`src/rtl/lane_sweep_controller.sv`:
```
// Lane sweep sequencer for a 5x5 lane-wise state array: one READ/WRITE pair per lane,
// 25 lanes per round, ROUNDS rounds per start, with permuted (i, j) coordinates.
module lane_sweep_controller #(
  parameter int ROUNDS  = 24,
  parameter int ROUND_W = 5
) (
  input  logic               clk,
  input  logic               rst_n,
  input  logic               start,
  input  logic               hold,
  output logic               busy,
  output logic               done,
  output logic               rd_en,
  output logic               wr_en,
  output logic [4:0]         lane_num,
  output logic [2:0]         i,
  output logic [2:0]         j,
  output logic [ROUND_W-1:0] round,
  output logic               last_lane,
  output logic [1:0]         dbg_state
);

  // Handshake: start is a request sampled only in IDLE (no ready; ignored elsewhere).
  // hold is a stall: while high in READ/WRITE the state and counters stay put and the
  // strobe of the current cycle is suppressed; the pair completes once hold drops.

  typedef enum logic [1:0] {
    S_IDLE  = 2'd0,
    S_READ  = 2'd1,
    S_WRITE = 2'd2,
    S_DONE  = 2'd3
  } state_t;

  localparam logic [ROUND_W-1:0] LAST_ROUND = ROUND_W'(ROUNDS - 1);
  localparam logic [4:0]         LAST_LANE  = 5'd24;

  state_t     state;
  logic [2:0] x;
  logic [2:0] y;
  logic [2:0] x_nxt;
  logic [2:0] y_nxt;
  logic       rd_q;
  logic       wr_q;

  // Coordinate permutation (v + 3) mod 5 without a divider.
  function automatic logic [2:0] map3(input logic [2:0] v);
    return (v >= 3'd2) ? (v - 3'd2) : (v + 3'd3);
  endfunction

  always_comb begin
    x_nxt = x;
    y_nxt = y;
    if (x == 3'd4) begin
      x_nxt = 3'd0;
      y_nxt = (y == 3'd4) ? 3'd0 : (y + 3'd1);
    end else begin
      x_nxt = x + 3'd1;
    end
  end

  always_ff @(posedge clk or negedge rst_n) begin
    if (!rst_n) begin
      state     <= S_IDLE;
      lane_num  <= 5'd0;
      round     <= '0;
      x         <= 3'd0;
      y         <= 3'd0;
      i         <= 3'd0;
      j         <= 3'd0;
      busy      <= 1'b0;
      done      <= 1'b0;
      rd_q      <= 1'b0;
      wr_q      <= 1'b0;
      last_lane <= 1'b0;
    end else begin
      case (state)
        S_IDLE: begin
          done <= 1'b0;
          if (start) begin
            state     <= S_READ;
            lane_num  <= 5'd0;
            round     <= '0;
            x         <= 3'd0;
            y         <= 3'd0;
            i         <= map3(3'd0);
            j         <= map3(3'd0);
            busy      <= 1'b1;
            rd_q      <= 1'b1;
            wr_q      <= 1'b0;
            last_lane <= 1'b0;
          end
        end

        S_READ: begin
          if (!hold) begin
            state <= S_WRITE;
            rd_q  <= 1'b0;
            wr_q  <= 1'b1;
          end
        end

        S_WRITE: begin
          if (!hold) begin
            if (lane_num != LAST_LANE) begin
              state     <= S_READ;
              lane_num  <= lane_num + 5'd1;
              x         <= x_nxt;
              y         <= y_nxt;
              i         <= map3(x_nxt);
              j         <= map3(y_nxt);
              last_lane <= (lane_num == LAST_LANE - 5'd1);
              rd_q      <= 1'b1;
              wr_q      <= 1'b0;
            end else if (round != LAST_ROUND) begin
              // Round boundary: restart the lane walk and both coordinate counters.
              state     <= S_READ;
              lane_num  <= 5'd0;
              round     <= round + ROUND_W'(1);
              x         <= 3'd0;
              y         <= 3'd0;
              i         <= map3(3'd0);
              j         <= map3(3'd0);
              last_lane <= 1'b0;
              rd_q      <= 1'b1;
              wr_q      <= 1'b0;
            end else begin
              // Final lane of final round; round is left at ROUNDS-1 for observation.
              state     <= S_DONE;
              lane_num  <= 5'd0;
              x         <= 3'd0;
              y         <= 3'd0;
              i         <= 3'd0;
              j         <= 3'd0;
              last_lane <= 1'b0;
              busy      <= 1'b0;
              done      <= 1'b1;
              rd_q      <= 1'b0;
              wr_q      <= 1'b0;
            end
          end
        end

        S_DONE: begin
          state <= S_IDLE;
          done  <= 1'b0;
        end

        default: begin
          state <= S_IDLE;
        end
      endcase
    end
  end

  // Strobes are the registered phase flags gated by hold within the same cycle.
  assign rd_en     = rd_q & ~hold;
  assign wr_en     = wr_q & ~hold;
  assign dbg_state = state;

endmodule

```
`config.mk`:
```
export PLATFORM = sky130hd
export DESIGN_NAME = lane_sweep_controller
export DESIGN_NICKNAME = d
export VERILOG_FILES = /design/src/rtl/lane_sweep_controller.sv
export SDC_FILE = /design/constraint.sdc
export NUM_CORES = 1
export LEC_CHECK = 0
export ABC_AREA = 0
export BUFFER_PORTS_ARGS = -buffer_cell sky130_fd_sc_hd__buf_4
export CORE_MARGIN = 2
export CORE_UTILIZATION = 30
export CTS_CLUSTER_SIZE = 24
export DETAILED_ROUTE_END_ITERATION = 6
export PLACE_DENSITY_LB_ADDON = 0.25
export SYNTH_ARGS = -nofsm -noshare
export SYNTH_HDL_FRONTEND = slang
export SYNTH_SLANG_ARGS = --single-unit
```
`constraint.sdc`:
```
create_clock -name clk -period 1.9 [get_ports clk]
set_input_delay 0.38 -clock clk [delete_from_list [all_inputs] [get_ports clk]]
set_output_delay 0.38 -clock clk [all_outputs]
set_load 0.05 [all_outputs]
```
# [Word level (Yosys, flattened, before mapping)]
# Cells that the tools add are included.
[word_totals] ramBits=0 romBits=0 reg_bits=29 n_memories=0 out_inout_bits=23 latchBits=0
[classes] bitwise=3 add_sub_neg=8 n_lt_le_gt_ge=2 shifts=0 mul=0 n_reduce_logical=11 muxes=54 n_eq_ne=14 n_div=0
[op_table] operator="$mux W3" n=15
[op_table] operator="$mux W5" n=6
[op_table] operator="$pmux W3 S2" n=4
[op_table] operator="$pmux W5 S2" n=2
[op_table] operator="$mux W1" n=15
[op_table] operator="$mux W2" n=6
[op_table] operator="$ne A2 B2 Y1 const B" n=6
[op_table] operator="$add A5 B1 Y5 const B" n=2
[op_table] operator="$ne A5 B5 Y1 const B" n=2
[op_table] operator="$reduce_and A5 Y1" n=2
[op_table] operator="$pmux W2 S4" n=1
[op_table] operator="$reduce_and A4 Y1" n=2
[op_table] operator="$add A3 B1 Y3 const B" n=2
[op_table] operator="$add A3 B2 Y3 const B" n=2
[op_table] operator="$eq A3 B3 Y1 const B" n=2
[op_table] operator="$ge A3 B2 Y1 const B" n=2
[op_table] operator="$pmux W1 S2" n=3
[op_table] operator="$pmux W1 S3" n=2
[op_table] operator="$reduce_and A3 Y1" n=2
[op_table] operator="$sub A3 B2 Y3 const B" n=2
[op_table] operator="$eq A5 B5 Y1 const B" n=1
[op_table] operator="$eq A2 B2 Y1 const B" n=2
[op_table] operator="$reduce_bool A2 Y1" n=2
[op_table] operator="$reduce_bool A3 Y1" n=1
[op_table] operator="5 further kinds" n=6

# [Longest topological paths before layout]
# Gate-level depths: netlist of the first run.
[depth] word_depth=8 mapped_depth=10 ltp_nobuf=10

# [Worst setup path after synthesis of the first run]
# No wires, ideal clock.
[synth_timing] kind="reg-to-reg" start="register state[0], in the netlist dbg_state[0]" end="register round[0]" stages_incl_launch_ff=9 t_arrival_ns=1.988 path_buffers=1 t_required_ns=1.779 period_less_slack_ns=2.109 slack_ns=-0.209 cell_sequence="dfrtp_1 inv_1 ha_1 mux2i_1 a21o_1 buf_2 nor2_1 mux2_2 a22o_1"
[synth_via] elab_chain_len=3 word_cells_on_any_way=9
[synth_rtl] item="start, declared" line_no="37" text="state_t state;"
[synth_rtl] item="start signal, assigned" line_no="63" text="state <= S_IDLE;"
[synth_rtl] item="start signal, assigned" line_no="80" text="state <= S_READ;"
[synth_rtl] item="start signal, assigned" line_no="96" text="state <= S_WRITE;"
[synth_rtl] item="$eq A2 B2 Y1 or $logic_not A2 Y1 (tied branches)" line_no="76" text="case (state)"
[synth_rtl] item="$ne A2 B2 Y1 (no line) or $reduce_bool A2 Y1 (tied branches)"
[synth_rtl] item="$reduce_and A5 Y1 (no line)"
[synth_rtl] item="end signal, assigned" line_no="118" text="round <= round + ROUND_W'(1);"
[synth_rtl] item="end, declared" line_no="18" text="output logic [ROUND_W-1:0] round,"
# Parallel ways exist; a longest one is shown, timed or not.
# A chain may end at the register's enable or synchronous reset.

# [Final worst setup path of the first run]
[layout_timing] start="register x[0]" end="register i[1]"
[layout_via] elab_chain_len=7 word_cells_on_any_way=10
[layout_rtl] item="start, declared" line_no="38" text="logic [2:0] x;"
[layout_rtl] item="start signal, assigned" line_no="107" text="x <= x_nxt;"
[layout_rtl] item="$add A3 B1 Y3 or $eq A3 B3 Y1 (tied branches)" line_no="57, 53"
[layout_rtl] item="$mux W3 *" line_no="53" text="if (x == 3'd4) begin"
[layout_rtl] item="$add A3 B2 Y3 (tied with other cells)" line_no="47" text="return (v >= 3'd2) ? (v - 3'd2) : (v + 3'd3);"
[layout_rtl] item="$mux W3 *" line_no="47"
[layout_rtl] item="$mux W3 *" line_no="104" text="if (lane_num != LAST_LANE) begin"
[layout_rtl] item="$mux W3 *" line_no="103" text="if (!hold) begin"
[layout_rtl] item="$pmux W3 S2 *" line_no="76"
[layout_rtl] item="end signal, assigned" line_no="85" text="i <= map3(3'd0);"
[layout_rtl] item="end signal, assigned" line_no="109" text="i <= map3(x_nxt);"
[layout_rtl] item="end signal, assigned" line_no="121" text="i <= map3(3'd0);"
[layout_rtl] item="end, declared" line_no="16" text="output logic [2:0] i,"
# Every way passes the cells marked *; elsewhere a longest branch is shown, timed or not. The select of a mux whose other input is x is not followed.

==> results.yml, run 1 <==
status:
  status: "finished with violations"
  violations: "negative setup slack"
clocking:
  cts_root_buf: "clkbuf_8"
  clock_sinks: 29
  clkLatencyLatePin_ns: 0.28
  htree_num_levels: 2
  clk_path_buf_depth: 2
  cts_tree: "built"
  cts.clk_slew.worst_paths_ns: 0.06
  numCtsBuffers: 5
yosys:
  syn_area_per_cell_um2: 9.901
  async_flop_share_pct: 100.0
  synthDominantCellAreaShare_pct: 39.84
  syn_inst: 184
  ys_ff_latch: 29
  yosys-top-cells-area: "dfrtp_1, ha_1, nand2_1, a22o_1, mux2i_1"
  synth_area_leader_cell: "dfrtp_1"
  ys_warn_count: 0
  syn_area_um2: 1822
  synth-edff-count: 0
  synth_cell_types: 42
  yosysSeqAreaShare_pct: 39.84
  synth_nets: 205
  synth_ff_type: "dfrtp_1"
placed_design:
  dp_cells: 309
  place_congestion: 0.7596
  hpwlAfterDp_mm: 3.374
  dp_slack_ns: -0.1831
  port_buffers: 26
  post_dp_cell_area_um2: 2352
floorplan:
  start_util_pct: 30.95
  boundaryPins: 27
  core_region_area_um2: 5886
  die_area_um2: 6712
  rows: 28
  die_w_um: 81.93
  dieHeight_um: 81.93
final_layout:
  fin_util_pct: 44.05
  stdcell_count: 321
  final_cell_area_um2: 2592
  n_antenna_cell: 0
  mostFrequentLayoutCells: "buf_4, dfrtp_1, nand2_1"
  area_delta_synth_final_pct: 42.31
  mostFrequentLayoutCell: "buf_4"
  nNetsFinal: 266
  drive_gt1_share_pct: 42.68
sta:
  setup_tns_ns: -0.2148
  period_needed_ns: 1.962
  worstMarginPinSlew_ns: 0.3874
  finalWorstSetupSlack_ns: -0.06208
  hold_violations: 0
  max_freq_mhz: 509.7
  drv_slew: 0
  rsz0062_at_grt: "yes"
  setup_viol: 5
  slew_headroom_pct: 73.43
  period_share_pct: 103.3
  skew_ns: 0.004607
setup_path:
  required_ns: 2.07
  crit_type: "register to register"
  crit_path_end_kind: "register"
  critPathMaxFanout: 4
  crit_arrival_ns: 2.13
  startpoint_type: "register"
routing:
  viasPerCell: 4.988
  vias: 1601
  drc: 0
  drtPass1Iterations: 4
  drt-initial-drc-count: 49
  wl_mm: 4.496
  wl_per_cell_um: 14.01
  ant_nets: 0
global_route:
  antenna_found_initial: 0
  grt_first_pass_wirelength_mm: 7.748
  grtUsageTotal_pct: 15.11
  grt_start_max_net_pins: 30
  gr-total-overflow: 0
  grt_pass1_vias: 1658
power:
  p_leak_nw: 1.192
  power_density_nw_per_um2: 1280
  vdd_drop_max_uv: 1085
run:
  drv_cap: 0
worst_hold_path:
  hp-class: "input port to asynchronous set/reset pin"
## metal layers
layer	vias up	wire length [µm]	track usage, %
li1	799	-	-
met1	769	2125	19.43
met2	29	2157	24.88
met3	4	176	3.077
met4	0	36	5.833
met5	-	0	0
## power breakdown
| part | internal [mW] | switching (mW) | leakage [nW] |
|---|---|---|---|
| combinational | 0.912 | 1.10 | 0.786 |
| sequential | 0.718 | 0.0661 | 0.361 |
| clock | 0.295 | 0.223 | 0.0455 |
## worst paths after layout
kind | start | endpoint | slack (ns) | cells after the start
min in group clk | last_lane | last_lane | 0.50 | 2
min | rst_n | round[4] | 0.02 | 1
max reg2reg | x[0] | i[1] | -0.06 | 10
max | x[0] | i[1] | -0.06 | 10
max in group asynchronous | rst_n | lane_num[1] | 1.59 | 1
min reg2reg | last_lane | last_lane | 0.50 | 2
## metrics by stage
step	power, mW	hold slack, ns
after detailed placement	2.543	0.3340
after floorplan	1.918	0.08441
final	3.318	0.01900
after global placement	2.531	0.3322
after global routing	3.573	0.04200
after CTS	3.181	0.02547
## cell families (layout without fill, tap and decap cells)
group / Yosys count / in the layout / synth area share (%)
compound gates: 53 / 53 / 20.95
xor+xnor: 2 / 2 / 0.9617
fa+ha+maj: 17 / 17 / 11.68
buf+inv: 20 / 82 / 4.258
flops: 29 / 29 / 39.84
mux: 10 / 10 / 5.769
simple gates: 53 / 53 / 16.55
## synth_stat cells (all sizes together), types with 2 or more instances
master,instances
o21ai,13
nand4b,4
mux2,4
ha,17
and2,3
dfrtp,29
nor2,9
nand2,17
xnor2,2
buf,3
o31ai,5
nand2b,2
o2111ai,2
and4b,2
nand4,3
mux2i,6
a21o,4
nor2b,4
clkbuf,4
a22o,7
nand3,5
a211oi,2
inv,13
o211ai,3
a31oi,3
o22ai,5
a21oi,6
## registers in the layout, indices dropped and copies added, names as in the netlist
register   flops
busy           1
round          5
wr_q           1
done           1
i              3
lane_num       5
dbg_state      2
rd_q           1
j              3
last_lane      1
y              3
x              3
## what timing repair did
action | CTS | global route
hold buffers | 0 | 0
resized for setup | 10 | 17
buffers inserted | 2 | 2
pin swaps | 6 | 3
cloned | 0 | 0
setup endpoints to repair | 14 | 23
## worst max-delay path, stage by stage (launching register included)
cell and delay (ns):
dfrtp_1 0.40, inv_2 0.07, ha_4 0.18, or3b_4 0.37, and2_4 0.16, ha_4 0.15
inv_2 0.06, a31oi_4 0.05, mux2i_1 0.17, a211oi_2 0.19, nor2_1 0.06
## final cells by class
class                           count  area, µm²
Tap cell                           75      93.84
Inverter                           13      48.80
Fill cell                         602       3293
Clock buffer                        8      90.09
Timing Repair Buffer               61      465.4
Multi-Input combinational cell    135       1161
Sequential cell                    29      733.2
(Power assumes the default switching activity.)
==> run 2, diff against run 1 <==
SETUP_SLACK_MARGIN = 0.15   (was default)
==> results.yml, run 2 (same netlist as run 1, synthesis figures left out) <==
setup_path:
  crit_path_end_kind: "register"
  crit_path_max_incr_delay_ns: 0.39
  cp-endpoint: "i[0]"
  crit_top_cell: "ha_4"
  rrSetupSlack_ns: -0.03
  slowest_stage: "dfrtp_1"
  critPathLaunch: "x[0]"
  crit_type: "register to register"
  startpoint_type: "register"
  reg2reg_to: "i[0]"
  r2r_cells: 10
  crit_arrival_ns: 2.11
  r2r_start: "x[0]"
  required_ns: 2.07
  critPathMaxFanout: 5
  crit_chain: "inv_2, ha_4, or3b_4, and2_4, ha_4, inv_4, a31oi_4, xnor2_1, a21oi_1, o22a_1"
sta:
  setup_viol: 2
  finalWorstSetupSlack_ns: -0.03375
  rsz0062_at_grt: "yes"
  drv_slew: 0
  skew_ns: 0.007384
  period_share_pct: 101.8
  period_needed_ns: 1.934
  slew_headroom_pct: 74.15
  max_freq_mhz: 517.1
  worstMarginPinSlew_ns: 0.3878
  hold_violations: 0
routing:
  drtPass1Iterations: 4
  vias: 1556
  drt-initial-drc-count: 45
  drc: 0
  viasPerCell: 4.893
  wl_per_cell_um: 13.86
  wl_mm: 4.406
  ant_nets: 0
final_layout:
  mostFrequentLayoutCells: "buf_4, dfrtp_1, nand2_1"
  final_cell_area_um2: 2614
  stdcell_count: 318
  nNetsFinal: 263
  mostFrequentLayoutCell: "buf_4"
  fill_cells: 595
  area_delta_synth_final_pct: 43.48
  reg_top3: "lane_num x5, round x5"
  n_antenna_cell: 0
  drive_gt1_share_pct: 46.09
clocking:
  clk_path_buf_depth: 2
  cts.clk_slew.worst_paths_ns: 0.07
  cts_tree: "built"
  clock_sinks: 29
  cts_hold_buf: 0
  clkLatencyLatePin_ns: 0.28
  numCtsBuffers: 5
  htree_num_levels: 2
  cts_root_buf: "clkbuf_8"
placed_design:
  dp_cells: 299
  hpwlAfterDp_mm: 3.226
  port_buffers: 26
  post_dp_cell_area_um2: 2351
  place_congestion: 0.8009
floorplan:
  core_region_area_um2: 5886
  boundaryPins: 27
  start_util_pct: 30.95
  die_w_um: 81.93
  die_area_um2: 6712
  dieHeight_um: 81.93
  rows: 28
global_route:
  grt_first_pass_wirelength_mm: 7.224
  grt_start_max_net_pins: 30
  grt_pass1_vias: 1519
  grtUsageTotal_pct: 14.42
  antenna_found_initial: 0
  gr-total-overflow: 0
power:
  power_density_nw_per_um2: 1231
  p_leak_nw: 1.165
  vdd_drop_max_uv: 1085
run:
  drv_cap: 0
worst_hold_path:
  hp-class: "input port to asynchronous set/reset pin"
status:
  status: "finished with violations"
  violations: "negative setup slack"
## run 2: metal layers
metal  up-vias  part of all wire [%]  track usage [%]
met4         0                   1.5            7.000
met3         6                   2.9            2.418
met2        21                    46            23.66
li1        789                     -                -
met1       740                    49            18.32
met5         -                     0                0
## run 2: area by class of cell
cell class	instances	area (µm²)	share of cell area [%]
sequential	29	733.2	28.05
clock inverter	1	5.005	0.1915
tap	75	93.84	3.590
clock buffer	7	96.34	3.686
timing repair buffer	58	442.9	16.95
inverter	13	56.30	2.154
multi-input combinational	135	1186	45.38
## run 2: power by group
part | switching [mW] | internal (mW)
combinational | 1.04 | 0.813
clock | 0.237 | 0.327
sequential | 0.0867 | 0.718
total | 1.36 | 1.86
## run 2: worst min path at each step
stage	to	slack (ns)	cells after the start
3_5_place_dp	round[3]	0.34	1
3_3_place_gp	round[3]	0.34	1
5_1_grt	round[3]	0.05	1
6_report	round[3]	0.02	1
2_1_floorplan	busy	0.08	0
4_1_cts	round[3]	0.03	1
## run 2: worst max-delay path: cells and delay by family (launching register included)
kind	cells	cell delay [ns]
XOR/XNOR	1	0.19
buffers and inverters	2	0.12
flip-flops	1	0.39
AO/OA/AOI/OAI	3	0.27
AND/OR/NAND/NOR	2	0.53
adder cells (fa/ha/maj)	2	0.34
## run 2: per-stage QoR
stage          hold slack (ns)  utilization (%)  total power [mW]  setup TNS [ns]  worst slack, ns
2_1_floorplan          0.08441                -             2.096               0        0.0002577
3_3_place_gp            0.3417            39.94             2.511        -0.01549         -0.01549
3_5_place_dp            0.3421            39.94             2.522         -0.1196         -0.05212
4_1_cts                0.03172            42.33             3.114        -0.03965         -0.02174
5_1_grt                0.04508            44.41             3.448         -0.3834         -0.09695
6_report               0.01706            44.41             3.218        -0.04265         -0.03375
## run 2: timing repair
item | 4_1_cts | 5_1_grt
pin swaps | 6 | 9
gates resized for setup | 4 | 16
setup buffers | 3 | 8
endpoints found under the hold margin | 0 | 0
endpoints found under the setup margin | 7 | 25
